`src/rtl/rx_frame_packer.sv`:
```
// Receive byte packer: buffers the 8-bit receive stream in a small FIFO and packs
// it little-endian into a 32-bit AXI-Stream with tkeep/tlast, frame length and overflow.
module rx_frame_packer #(
  parameter int FIFO_DEPTH = 16,
  parameter int LEN_WIDTH  = 16
) (
  input  logic                 clk,
  input  logic                 rstn,
  input  logic                 s_tvalid,
  output logic                 s_tready,
  input  logic                 s_tlast,
  input  logic [7:0]           s_tdata,
  output logic                 m_tvalid,
  input  logic                 m_tready,
  output logic                 m_tlast,
  output logic [31:0]          m_tdata,
  output logic [3:0]           m_tkeep,
  output logic [LEN_WIDTH-1:0] frame_len,
  output logic                 frame_done,
  output logic                 overflow,
  input  logic                 clr_overflow
);

  localparam int AW = $clog2(FIFO_DEPTH);

  logic [8:0]           r_mem [FIFO_DEPTH];
  logic [AW:0]          r_wr_ptr, r_rd_ptr;
  logic                 r_head_valid;
  logic [8:0]           r_head;
  logic [1:0]           r_lane;
  logic [23:0]          r_lanes;
  logic [LEN_WIDTH-1:0] r_byte_cnt, r_pending, r_frame_len;
  logic                 r_frame_done, r_overflow;
  logic                 r_m_tvalid, r_m_tlast;
  logic [31:0]          r_m_tdata;
  logic [3:0]           r_m_tkeep;

  logic                 w_full, w_empty, w_wr;
  logic                 w_completing, w_out_free, w_pop, w_head_load, w_m_hs;
  logic [7:0]           w_byte;
  logic [31:0]          w_word;
  logic [3:0]           w_keep;
  logic [LEN_WIDTH-1:0] w_cnt_next;

  // Extra pointer MSB distinguishes full from empty when the indices match.
  assign w_empty = (r_wr_ptr == r_rd_ptr);
  assign w_full  = (r_wr_ptr[AW] != r_rd_ptr[AW]) && (r_wr_ptr[AW-1:0] == r_rd_ptr[AW-1:0]);
  assign w_wr    = s_tvalid && !w_full;

  assign w_byte       = r_head[7:0];
  assign w_completing = (r_lane == 2'd3) || r_head[8];
  assign w_out_free   = !r_m_tvalid || m_tready;
  assign w_pop        = r_head_valid && (!w_completing || w_out_free);
  assign w_head_load  = !w_empty && (!r_head_valid || w_pop);
  assign w_m_hs       = r_m_tvalid && m_tready;
  assign w_cnt_next   = (r_byte_cnt == {LEN_WIDTH{1'b1}}) ? r_byte_cnt
                        : r_byte_cnt + {{(LEN_WIDTH-1){1'b0}}, 1'b1};

  // NOTE: the storage array has no reset; only the pointers define its contents.
  always_ff @(posedge clk) begin
    if (w_wr) r_mem[r_wr_ptr[AW-1:0]] <= {s_tlast, s_tdata};
  end

  // NOTE: sequential state uses non-blocking assignments so every register samples pre-edge values.
  always_ff @(posedge clk or negedge rstn) begin
    if (!rstn) begin
      r_wr_ptr     <= '0;
      r_rd_ptr     <= '0;
      r_head_valid <= 1'b0;
      r_head       <= '0;
    end else begin
      if (w_wr) r_wr_ptr <= r_wr_ptr + {{AW{1'b0}}, 1'b1};
      if (w_head_load) begin
        r_head       <= r_mem[r_rd_ptr[AW-1:0]];
        r_rd_ptr     <= r_rd_ptr + {{AW{1'b0}}, 1'b1};
        r_head_valid <= 1'b1;
      end else if (w_pop) begin
        r_head_valid <= 1'b0;
      end
    end
  end

  // NOTE: every combinational output gets a default first so no latch is inferred.
  always_comb begin
    w_word = {8'h00, r_lanes};
    w_keep = 4'b1111;
    case (r_lane)
      2'd0:    begin w_word[7:0]   = w_byte; w_keep = 4'b0001; end
      2'd1:    begin w_word[15:8]  = w_byte; w_keep = 4'b0011; end
      2'd2:    begin w_word[23:16] = w_byte; w_keep = 4'b0111; end
      default: begin w_word[31:24] = w_byte; w_keep = 4'b1111; end
    endcase
  end

  // Lanes are cleared on every completing pop, so lanes above the counter stay zero.
  always_ff @(posedge clk or negedge rstn) begin
    if (!rstn) begin
      r_lane     <= 2'd0;
      r_lanes    <= '0;
      r_m_tvalid <= 1'b0;
      r_m_tlast  <= 1'b0;
      r_m_tdata  <= '0;
      r_m_tkeep  <= '0;
    end else begin
      if (w_pop && w_completing) begin
        r_lane     <= 2'd0;
        r_lanes    <= '0;
        r_m_tvalid <= 1'b1;
        r_m_tlast  <= r_head[8];
        r_m_tdata  <= w_word;
        r_m_tkeep  <= w_keep;
      end else begin
        if (w_pop) begin
          r_lane <= r_lane + 2'd1;
          case (r_lane)
            2'd0:    r_lanes[7:0]   <= w_byte;
            2'd1:    r_lanes[15:8]  <= w_byte;
            2'd2:    r_lanes[23:16] <= w_byte;
            default: r_lanes        <= r_lanes;
          endcase
        end
        if (m_tready) r_m_tvalid <= 1'b0;
      end
    end
  end

  // Pending length is single-entry: the next last-byte pop needs the output register free.
  always_ff @(posedge clk or negedge rstn) begin
    if (!rstn) begin
      r_byte_cnt   <= '0;
      r_pending    <= '0;
      r_frame_len  <= '0;
      r_frame_done <= 1'b0;
      r_overflow   <= 1'b0;
    end else begin
      if (w_pop) begin
        if (r_head[8]) begin
          r_pending  <= w_cnt_next;
          r_byte_cnt <= '0;
        end else begin
          r_byte_cnt <= w_cnt_next;
        end
      end
      r_frame_done <= w_m_hs && r_m_tlast;
      if (w_m_hs && r_m_tlast) r_frame_len <= r_pending;
      if (s_tvalid && w_full) r_overflow <= 1'b1;
      else if (clr_overflow)  r_overflow <= 1'b0;
    end
  end

  assign s_tready   = !w_full;
  assign m_tvalid   = r_m_tvalid;
  assign m_tlast    = r_m_tlast;
  assign m_tdata    = r_m_tdata;
  assign m_tkeep    = r_m_tkeep;
  assign frame_len  = r_frame_len;
  assign frame_done = r_frame_done;
  assign overflow   = r_overflow;

endmodule

```
`config.mk`:
```
export PLATFORM = sky130hd
export DESIGN_NAME = rx_frame_packer
export DESIGN_NICKNAME = d
export VERILOG_FILES = /design/src/rtl/rx_frame_packer.sv
export SDC_FILE = /design/constraint.sdc
export NUM_CORES = 1
export LEC_CHECK = 0
export CAP_MARGIN = 20
export CORE_ASPECT_RATIO = 1.25
export CORE_MARGIN = 5
export CORE_UTILIZATION = 26
export CTS_BUF_LIST = sky130_fd_sc_hd__clkbuf_8
export DETAILED_ROUTE_END_ITERATION = 7
export DONT_BUFFER_PORTS = 1
export GPL_TIMING_DRIVEN = 1
export SLEW_MARGIN = 20
export SYNTH_ARGS = -nofsm -noshare
export SYNTH_HDL_FRONTEND = slang
export SYNTH_SLANG_ARGS = --single-unit
export TNS_END_PERCENT = 20
```
`constraint.sdc`:
```
create_clock -name clk -period 4.3 [get_ports clk]
set_clock_uncertainty 0.2 [all_clocks]
set_input_delay 0.86 -clock clk [delete_from_list [all_inputs] [get_ports clk]]
set_output_delay 0.86 -clock clk [all_outputs]
set_load 0.005 [all_outputs]
```
==> impl_metrics.json, run 1 <==
{
  "grt_pass1_wl_um": 40000,
  "synth_edf_count": 144,
  "crit_required_ns": 3.24,
  "root_buffer": "clkbuf_8",
  "max_freq_mhz": 334,
  "vias": 6539,
  "critPathKind": "reg -> out",
  "die_x_um": 199,
  "grt_pass1_vias": 6927,
  "cp_max_fo": 10,
  "finalSetupViolations": 0,
  "syn2layout_area_growth_pct": 13.1,
  "cts_sinks": 278,
  "status": "complete, no violations",
  "avgSynthCellArea_um2": 14.8,
  "grt-ovfl-total": 0,
  "cts_buffers": 48,
  "track_usage_pct": 10.3,
  "rrSetupSlack_ns": 1.58,
  "ys_ff_latch": 278,
  "clkLatencyLatePin_ns": 0.63,
  "synthFlopType": "edfxtp_1",
  "crit_chain": "xnor2_1 -> nand4_1 -> nand2b_1",
  "drv_slew": 0,
  "crit_family": "simple AND/OR/NAND/NOR gates",
  "power_density_nw_per_um2": 692,
  "cts_buffer_depth": 3,
  "synth_nets": 815,
  "hpwl_um": 16100,
  "hold_viol": 0,
  "holdCritPathClass": "in -> reg",
  "post_synth_num_cell_types": 66,
  "cp_data_arrival_time_ns": 1.94,
  "core_area_um2": 44200,
  "endpoint_kind": "output port",
  "diodes": 0,
  "start_util_pct": 26.4,
  "numPortBuffers": 0,
  "syn_inst": 790,
  "hold_slack_ns": 0.129,
  "p_leak_nw": 5.00,
  "slew-limit-headroom_pct": 33.8,
  "die_y_um": 247,
  "cts-htree-levels": 2,
  "cpPeakStageDelay_ns": 0.47,
  "detail_route.drc_violations": 0,
  "peakVddDrop_mv": 0.377,
  "synthArstFlopShare_pct": 48.2,
  "clkTransAtPathRegs_ns": 0.07,
  "path_buf_inv": 0,
  "yosys_warnings": 0,
  "yosysSeqAreaShare_pct": 65.9,
  "rows": 86,
  "post-route-util_pct": 29.8,
  "cts_setup_buffers": 0,
  "drive_gt1_share_pct": 19.4,
  "first_pass_iters": 4,
  "antenna_found_initial": 0,
  "ioPinCount": 71,
  "gp_congestion": 0.748,
  "rsz0062_at_grt": "no",
  "routed_wl_um": 25200,
  "fin_tns_setup_ns": 0,
  "syn_area_um2": 11700,
  "timing.final.crit_share_pct": 69.7,
  "ant_nets": 0,
  "worstSetupStartpointType": "register",
  "wl_per_cell_um": 18.0,
  "worst_pin_slew_ns": 0.991,
  "final_nets": 817,
  "post-route-min-period_ns": 3.00,
  "dr.first_iter.drc_count": 301,
  "vias_per_cell": 4.68,
  "max_cap_viol_count": 0,
  "grt_max_degree": 135,
  "cts_tree": "yes",
  "crit_path_top_delay_cell": "dfrtp_1",
  "die_area_um2": 49200
}
final timing paths:
path | start | endpoint | cells past startpoint
worst max-delay path | r_wr_ptr[2]$_DFFE_PN0P_ | s_tready | 3
worst min-delay path | clr_overflow | overflow$_DFFE_PN0P_ | 1
worst max register to register | r_head[8]$_DFFE_PN0P_ | r_head[4]$_DFFE_PN0P_ | 4
worst min register to register | r_pending[0]$_DFFE_PN0P_ | r_pending[0]$_DFFE_PN0P_ | 2
max in group asynchronous | rstn | m_tdata[2]$_DFFE_PN0P_ | 2
min in group asynchronous | rstn | overflow$_DFFE_PN0P_ | 2
through the flow:
stage / area (um2) / std cells / power (mW) / setup WS (ns)
floorplan: 11700 / 790 / 5.99 / 1.98
global placement: 12100 / 1312 / 6.61 / 1.52
detailed placement: 12100 / 1312 / 6.69 / 1.48
CTS: 13200 / 1398 / 9.29 / 1.21
global route: 13200 / 1398 / 9.74 / 1.14
finish: 13200 / 1398 / 9.12 / 1.30
cells by family (layout without fill, tap and decap cells):
group	after synthesis	in the layout	synth area share, %
compound gates	156	156	9.37
xor+xnor	17	17	1.28
fa+ha+maj	11	11	1.18
buf+inv	74	110	3.05
flops	278	278	65.9
mux	91	91	12.0
simple gates	163	163	7.30
worst reg2reg max path, stage by stage, from the launching register on:
cell     delay [ns]
dfrtp_1        0.85
or2_2          0.31
nand3_1        0.22
o21ai_1        0.60
mux2_2         0.42
placed cells by master, fill, tap and decap left out, drive strengths merged, types with 18 or more instances in the layout:
master,synthesis,final
nand2,57,57
nor2,27,27
and3,21,21
a22o,29,29
edfxtp,144,144
mux4,36,36
mux2,28,28
a22oi,18,18
o21ai,43,43
dfrtp,134,134
mux2i,27,27
inv,18,36
clkbuf,27,51
registers in the layout, indices dropped and copies added (netlist names):
name and count:
r_pending 16, r_wr_ptr 5, r_byte_cnt 16, r_head_valid 1, r_lanes 24, frame_len 16, r_lane 2, m_tdata 32
r_rd_ptr 5, m_tlast 1, overflow 1, r_mem 144, m_tkeep 4, r_head 9, m_tvalid 1, frame_done 1
routing by layer:
metal  up-vias  track usage (%)  share of wire (%)
met5         -                0                  0
met4         0             3.64                2.5
met3        45             2.70                5.1
met2       140             17.6                 50
met1      3331             12.7                 42
li1       3023                -                  -
report_power, final:
| group | internal, mW | switching, mW |
|---|---|---|
| registers | 3.42 | 0.566 |
| clock network | 1.41 | 1.10 |
| logic | 1.17 | 1.46 |
| total | 5.99 | 3.13 |
cell usage after synthesis (3+ instances only):
library cell | count | area (um2)
inv_1 | 18 | 67.6
nand2_1 | 57 | 214
buf_6 | 7 | 78.8
o21ai_1 | 6 | 30.0
o211ai_1 | 7 | 52.6
o31ai_1 | 4 | 30.0
or3_2 | 4 | 30.0
a31o_2 | 6 | 52.6
a32o_1 | 3 | 30.0
clkbuf_1 | 25 | 93.8
buf_1 | 10 | 37.5
a21oi_1 | 14 | 70.1
a31oi_1 | 12 | 75.1
mux2_2 | 27 | 304
nand3_1 | 13 | 65.1
nor3_1 | 5 | 25.0
dfrtp_1 | 134 | 3350
nor2_1 | 26 | 97.6
mux2i_1 | 27 | 270
mux4_2 | 36 | 811
nor2b_1 | 7 | 43.8
and3_1 | 20 | 125
o311ai_0 | 5 | 43.8
a22o_1 | 29 | 254
o21ai_0 | 35 | 175
a22oi_1 | 18 | 135
buf_2 | 10 | 50.1
and2_1 | 5 | 31.3
nand4_1 | 7 | 43.8
ha_1 | 11 | 138
nand2b_1 | 4 | 25.0
edfxtp_1 | 144 | 4320
xnor2_1 | 16 | 140
cell type report:
type	instances	area, um2
well taps	572	716
fillers	4388	31000
flip-flops and latches	278	7680
inverters	18	67.6
repair buffers	8	82.6
clock buffers	51	702
multi-input cells	438	3640
clock inverters	33	297
what timing repair did:
item / CTS / global route
hold buffers: 2 / 0
gates resized for setup: 0 / 0
endpoints found under the setup margin: 0 / 0
endpoints found under the hold margin: 134 / 0
Power figures use the tool's default switching activity.
==> run 2, diff against run 1 <==
==> constraint.sdc (replaced) <==
create_clock -name clk -period 2.75 [get_ports clk]
set_clock_uncertainty 0.2 [all_clocks]
set_input_delay 0.55 -clock clk [delete_from_list [all_inputs] [get_ports clk]]
set_output_delay 0.55 -clock clk [all_outputs]
set_load 0.005 [all_outputs]
==> impl_metrics.json, run 2 (synthesis gave the netlist of run 1 again) <==
{
  "numPortBuffers": 0,
  "first_pass_iters": 4,
  "detail_route.drc_violations": 0,
  "wl_per_cell_um": 18.2,
  "p_leak_nw": 5.15,
  "rr_worst_depth": 5,
  "failed_checks": "hold timing",
  "worstReg2RegEnd": "r_lanes[9]$_DFFE_PN0P_",
  "hpwl_um": 16800,
  "largest_reg_flops": 144,
  "max_cap_viol_count": 0,
  "status": "finished, violations left",
  "rows": 86,
  "gp_congestion": 0.757,
  "p_int_mw": 9.34,
  "cts_buffers": 47,
  "vias_per_cell": 4.58,
  "critPathKind": "reg -> out",
  "fin_tns_setup_ns": 0,
  "hold_viol": 134,
  "cts_resized": 0,
  "hold_slack_ns": -0.557,
  "crit_path_top_delay_cell": "dfrtp_1",
  "drive_gt1_share_pct": 21.0,
  "multiInputGateArea_um2": 3630,
  "cts_buffer_depth": 3,
  "cts_tree": "yes",
  "grt-ovfl-total": 0,
  "finalSetupViolations": 0,
  "max_freq_mhz": 393,
  "cpPeakStageDelay_ns": 0.51,
  "holdCritPathClass": "in -> async",
  "drv_slew": 0,
  "stdcell_area_um2": 13400,
  "cts_setup_buffers": 0,
  "cts-htree-levels": 2,
  "rsz0062_at_grt": "no",
  "root_buffer": "clkbuf_8",
  "track_usage_pct": 10.8,
  "cp_max_fo": 9,
  "power_frac_clock_pct": 26.5,
  "num-fill-cells": 4357,
  "layout_common_cells": "edfxtp_1, dfrtp_1, nand2_1, clkbuf_8, mux4_2",
  "clkTransAtPathRegs_ns": 0.07,
  "ioPinCount": 71,
  "crit_family": "flip-flops",
  "cp_data_arrival_time_ns": 1.79,
  "peakVddDrop_mv": 0.660,
  "hold_buffers": 13,
  "dr.first_iter.drc_count": 311,
  "place_area_um2": 12300,
  "worstSetupStartpointType": "register",
  "layout_commonest_cell": "edfxtp_1",
  "final_nets": 849,
  "die_area_um2": 49200,
  "slew-limit-headroom_pct": 46.4,
  "crit_chain": "xnor2_1 -> nand4_1 -> buf_4 -> nand2b_1",
  "rrSetupSlack_ns": 0.35,
  "antenna_found_initial": 2,
  "power_switching_share_pct": 34.7,
  "r2r-start": "r_lane[0]$_DFFE_PN0P_",
  "ant_nets": 0,
  "switchingPower_mw": 4.96,
  "grt_max_degree": 135,
  "power_density_nw_per_um2": 1060,
  "die_x_um": 199,
  "cts_sinks": 278,
  "worst_pin_slew_ns": 0.802,
  "routed_wl_um": 26200,
  "timing.final.crit_share_pct": 92.5,
  "p_seq_share_pct": 43.4,
  "start_util_pct": 26.4,
  "vias": 6573,
  "endpoint_kind": "output port",
  "crit_required_ns": 2.00,
  "path_buf_inv": 1,
  "regArea_um2": 7680,
  "die_y_um": 247,
  "grt_pass1_wl_um": 41400,
  "core_area_um2": 44200,
  "post-route-min-period_ns": 2.54,
  "syn2layout_area_growth_pct": 15.3,
  "clkLatencyLatePin_ns": 0.62,
  "grt_pass1_vias": 6949,
  "p_comb_share_pct": 30.1
}
-- run 2: cell count changes in the layout (fill, tap and decap cells not counted), moves of 4 or more --
| cell | before | now |
|---|---|---|
| dlygate4sd3_1 | 1 | 13 |
| bufinv_16 | 5 | 1 |
| buf_4 | 6 | 26 |
| clkinv_1 | 2 | 7 |
| clkbuf_8 | 51 | 57 |
-- run 2: area by class of cell --
cell class | instances | share of cell area [%]
Sequential cell | 278 | 57.1
Multi-Input combinational cell | 438 | 27.0
Clock buffer | 57 | 5.84
Tap cell | 572 | 5.33
Timing Repair Buffer | 41 | 2.72
Clock inverter | 31 | 1.44
Inverter | 18 | 0.503
Antenna cell | 1 | 0.0186
-- run 2: metrics by stage --
step | util [%] | power (mW) | instances | worst slack (ns) | hold WS, ns
2_1_floorplan | - | 9.36 | 790 | 0.427 | 0.0544
3_3_place_gp | 27.9 | 10.6 | 1334 | 0.346 | 0.0614
3_5_place_dp | 27.9 | 10.7 | 1334 | 0.308 | 0.0616
4_1_cts | 30.4 | 14.6 | 1435 | 0.0941 | -0.644
5_1_grt | 30.4 | 15.3 | 1435 | 0.00872 | -0.629
6_report | 30.4 | 14.3 | 1436 | 0.206 | -0.557
-- run 2: worst max-delay path by stage --
stage	startpoint	endpoint	slack, ns	cells past startpoint
after global routing	r_wr_ptr[2]$_DFFE_PN0P_	s_tready	0.009	4
after detailed placement	r_lane[0]$_DFFE_PN0P_	r_lanes[14]$_DFFE_PN0P_	0.31	5
after floorplan	r_wr_ptr[3]$_DFFE_PN0P_	r_mem[3][0]$_DFFE_PP_	0.43	5
final	r_rd_ptr[2]$_DFFE_PN0P_	s_tready	0.21	4
after CTS	r_rd_ptr[2]$_DFFE_PN0P_	s_tready	0.09	4
after global placement	r_lane[0]$_DFFE_PN0P_	r_lanes[14]$_DFFE_PN0P_	0.35	5
-- run 2: power groups by stage --
stage	clock network, mW	logic [mW]	registers, mW
global route	4.14	4.82	6.35
finish	3.78	4.30	6.21
floorplan	0	3.59	5.77
detailed placement	0	4.33	6.33
CTS	3.96	4.40	6.25
global placement	0	4.27	6.30
-- run 2: per-layer routing --
| metal | share of wire (%) | wire length [um] | global-route usage (%) | vias to the layer above |
|---|---|---|---|---|
| met5 | 0.027 | 7 | 0 | - |
| met4 | 2.0 | 513 | 3.44 | 2 |
| met3 | 5.8 | 1510 | 3.12 | 40 |
| met2 | 49 | 12800 | 17.8 | 134 |
| met1 | 43 | 11300 | 13.6 | 3302 |
| li1 | - | - | - | 3095 |
==> run 3, diff against run 2 <==
--- a/config.mk
+++ b/config.mk
@@ -7,7 +7,7 @@
 export LEC_CHECK = 0
 export CAP_MARGIN = 20
 export CORE_ASPECT_RATIO = 1.25
-export CORE_MARGIN = 5
+export CORE_MARGIN = 2
 export CORE_UTILIZATION = 26
 export CTS_BUF_LIST = sky130_fd_sc_hd__clkbuf_8
 export DETAILED_ROUTE_END_ITERATION = 7
==> impl_metrics.json, run 3 (synthesis gave the netlist of run 1 again) <==
{
  "status": "finished, violations left",
  "failed_checks": "hold timing",
  "hold_buffers": 13,
  "num-fill-cells": 4346,
  "regArea_um2": 7680,
  "die_area_um2": 46600,
  "peakVddDrop_mv": 0.537,
  "largest_reg_flops": 144,
  "clkLatencyLatePin_ns": 0.62,
  "grt_pass1_wl_um": 39200,
  "antenna_found_initial": 2,
  "vias": 6533,
  "finalWorstSetupSlack_ns": 0.176,
  "power_switching_share_pct": 33.7,
  "detail_route.drc_violations": 0,
  "post-route-min-period_ns": 2.57,
  "track_usage_pct": 10.7,
  "fin_cells": 1429,
  "switchingPower_mw": 4.87,
  "finalSetupViolations": 0,
  "cp_max_fo": 9,
  "routed_wl_um": 24400,
  "cts_buffer_depth": 3,
  "p_leak_nw": 5.13,
  "max_cap_viol_count": 0,
  "hold_slack_ns": -0.558,
  "hold_viol": 134,
  "cts_tree": "yes",
  "dp_cells": 1328,
  "rsz0062_at_grt": "no",
  "start_util_pct": 26.4,
  "final_nets": 843,
  "dr.first_iter.drc_count": 428,
  "wl_per_cell_um": 17.0,
  "crit_path_top_delay_cell": "dfrtp_1",
  "cp_data_arrival_time_ns": 1.82,
  "worstSetupStartpointType": "register",
  "power_density_nw_per_um2": 1070,
  "layout_common_cells": "edfxtp_1, dfrtp_1, nand2_1",
  "clkTransAtPathRegs_ns": 0.07,
  "layout_commonest_cell": "edfxtp_1",
  "fin_tns_setup_ns": 0,
  "p_seq_share_pct": 42.8,
  "cts_sinks": 278,
  "slew-limit-headroom_pct": 50.4,
  "critPathKind": "reg -> out",
  "timing.final.crit_share_pct": 93.6,
  "grt_max_degree": 135,
  "crit_chain": "xnor2_1 -> nand4_1 -> buf_4 -> nand2b_1",
  "p_int_mw": 9.56,
  "numPortBuffers": 0,
  "gp_congestion": 0.765,
  "hpwl_um": 15900,
  "cts_setup_buffers": 0,
  "worst_pin_slew_ns": 0.742,
  "cpPeakStageDelay_ns": 0.49,
  "core_area_um2": 44200,
  "ioPinCount": 71,
  "die_x_um": 193,
  "rows": 86,
  "max_freq_mhz": 388,
  "drv_slew": 0,
  "first_pass_iters": 4,
  "startpoint": "r_rd_ptr[2]$_DFFE_PN0P_",
  "ant_nets": 0,
  "syn2layout_area_growth_pct": 15.4,
  "drive_gt1_share_pct": 20.2,
  "cts_resized": 0,
  "crit_required_ns": 2.00,
  "cts-htree-levels": 2,
  "grt_pass1_vias": 6732,
  "die_y_um": 241,
  "holdCritPathClass": "in -> async",
  "endpoint_kind": "output port",
  "root_buffer": "clkbuf_8",
  "cts_buffers": 47,
  "r2r-start": "r_lane[0]$_DFFE_PN0P_",
  "grt-ovfl-total": 0,
  "vias_per_cell": 4.57,
  "post-place-ws_ns": 0.315,
  "rr_worst_depth": 6,
  "power_frac_clock_pct": 27.5,
  "multiInputGateArea_um2": 3630,
  "p_comb_share_pct": 29.7
}
## run 3: final cells by class
class / count / area share (%)
diodes: 2 / 0.0372
clock inverters: 35 / 2.35
repair buffers: 35 / 2.47
well taps: 572 / 5.32
multi-input cells: 438 / 27.0
flip-flops and latches: 278 / 57.1
inverters: 18 / 0.502
clock buffers: 51 / 5.22
## run 3: routing by layer
layer / global-route usage [%] / part of all wire (%) / up-vias / wire length, um
li1: - / - / 3091 / -
met1: 13.3 / 44 / 3275 / 10700
met2: 17.9 / 49 / 128 / 11900
met3: 3.05 / 5.0 / 39 / 1230
met4: 3.63 / 2.3 / 0 / 561
met5: 0 / 0 / - / 0
## run 3: worst paths after layout
kind | endpoint | slack (ns)
max in group asynchronous | r_rd_ptr[0]$_DFFE_PN0P_ | 2.49
setup reg to reg | r_byte_cnt[9]$_DFFE_PN0N_ | 0.32
hold / removal | overflow$_DFFE_PN0P_ | -0.56
hold reg to reg | r_pending[7]$_DFFE_PN0P_ | 0.28
min in group clk | frame_done$_DFF_PN0_ | 0.13
setup / recovery | s_tready | 0.18
## run 3: power by group through the flow
stage               clock [mW]  combinational [mW]  sequential [mW]
floorplan                    0                3.59             5.77
global placement             0                4.22             6.26
detailed placement           0                4.28             6.30
CTS                       4.13                4.36             6.22
global route              4.30                4.80             6.32
finish                    3.96                4.28             6.18
## run 3: stage by stage
stage | utilization, % | hold WS, ns | total power, mW | instance area (um2)
floorplan | - | 0.0544 | 9.36 | 11700
global placement | 27.8 | 0.0611 | 10.5 | 12300
detailed placement | 27.8 | 0.0590 | 10.6 | 12300
CTS | 30.4 | -0.641 | 14.7 | 13400
global route | 30.4 | -0.617 | 15.4 | 13400
finish | 30.4 | -0.558 | 14.4 | 13400
## run 3: worst max-delay path: cells and delay by family (launching register included)
family        cells  cell delay (ns)
flops             1             0.49
simple gates      2             0.35
xor+xnor          1             0.20
buf+inv           1             0.18
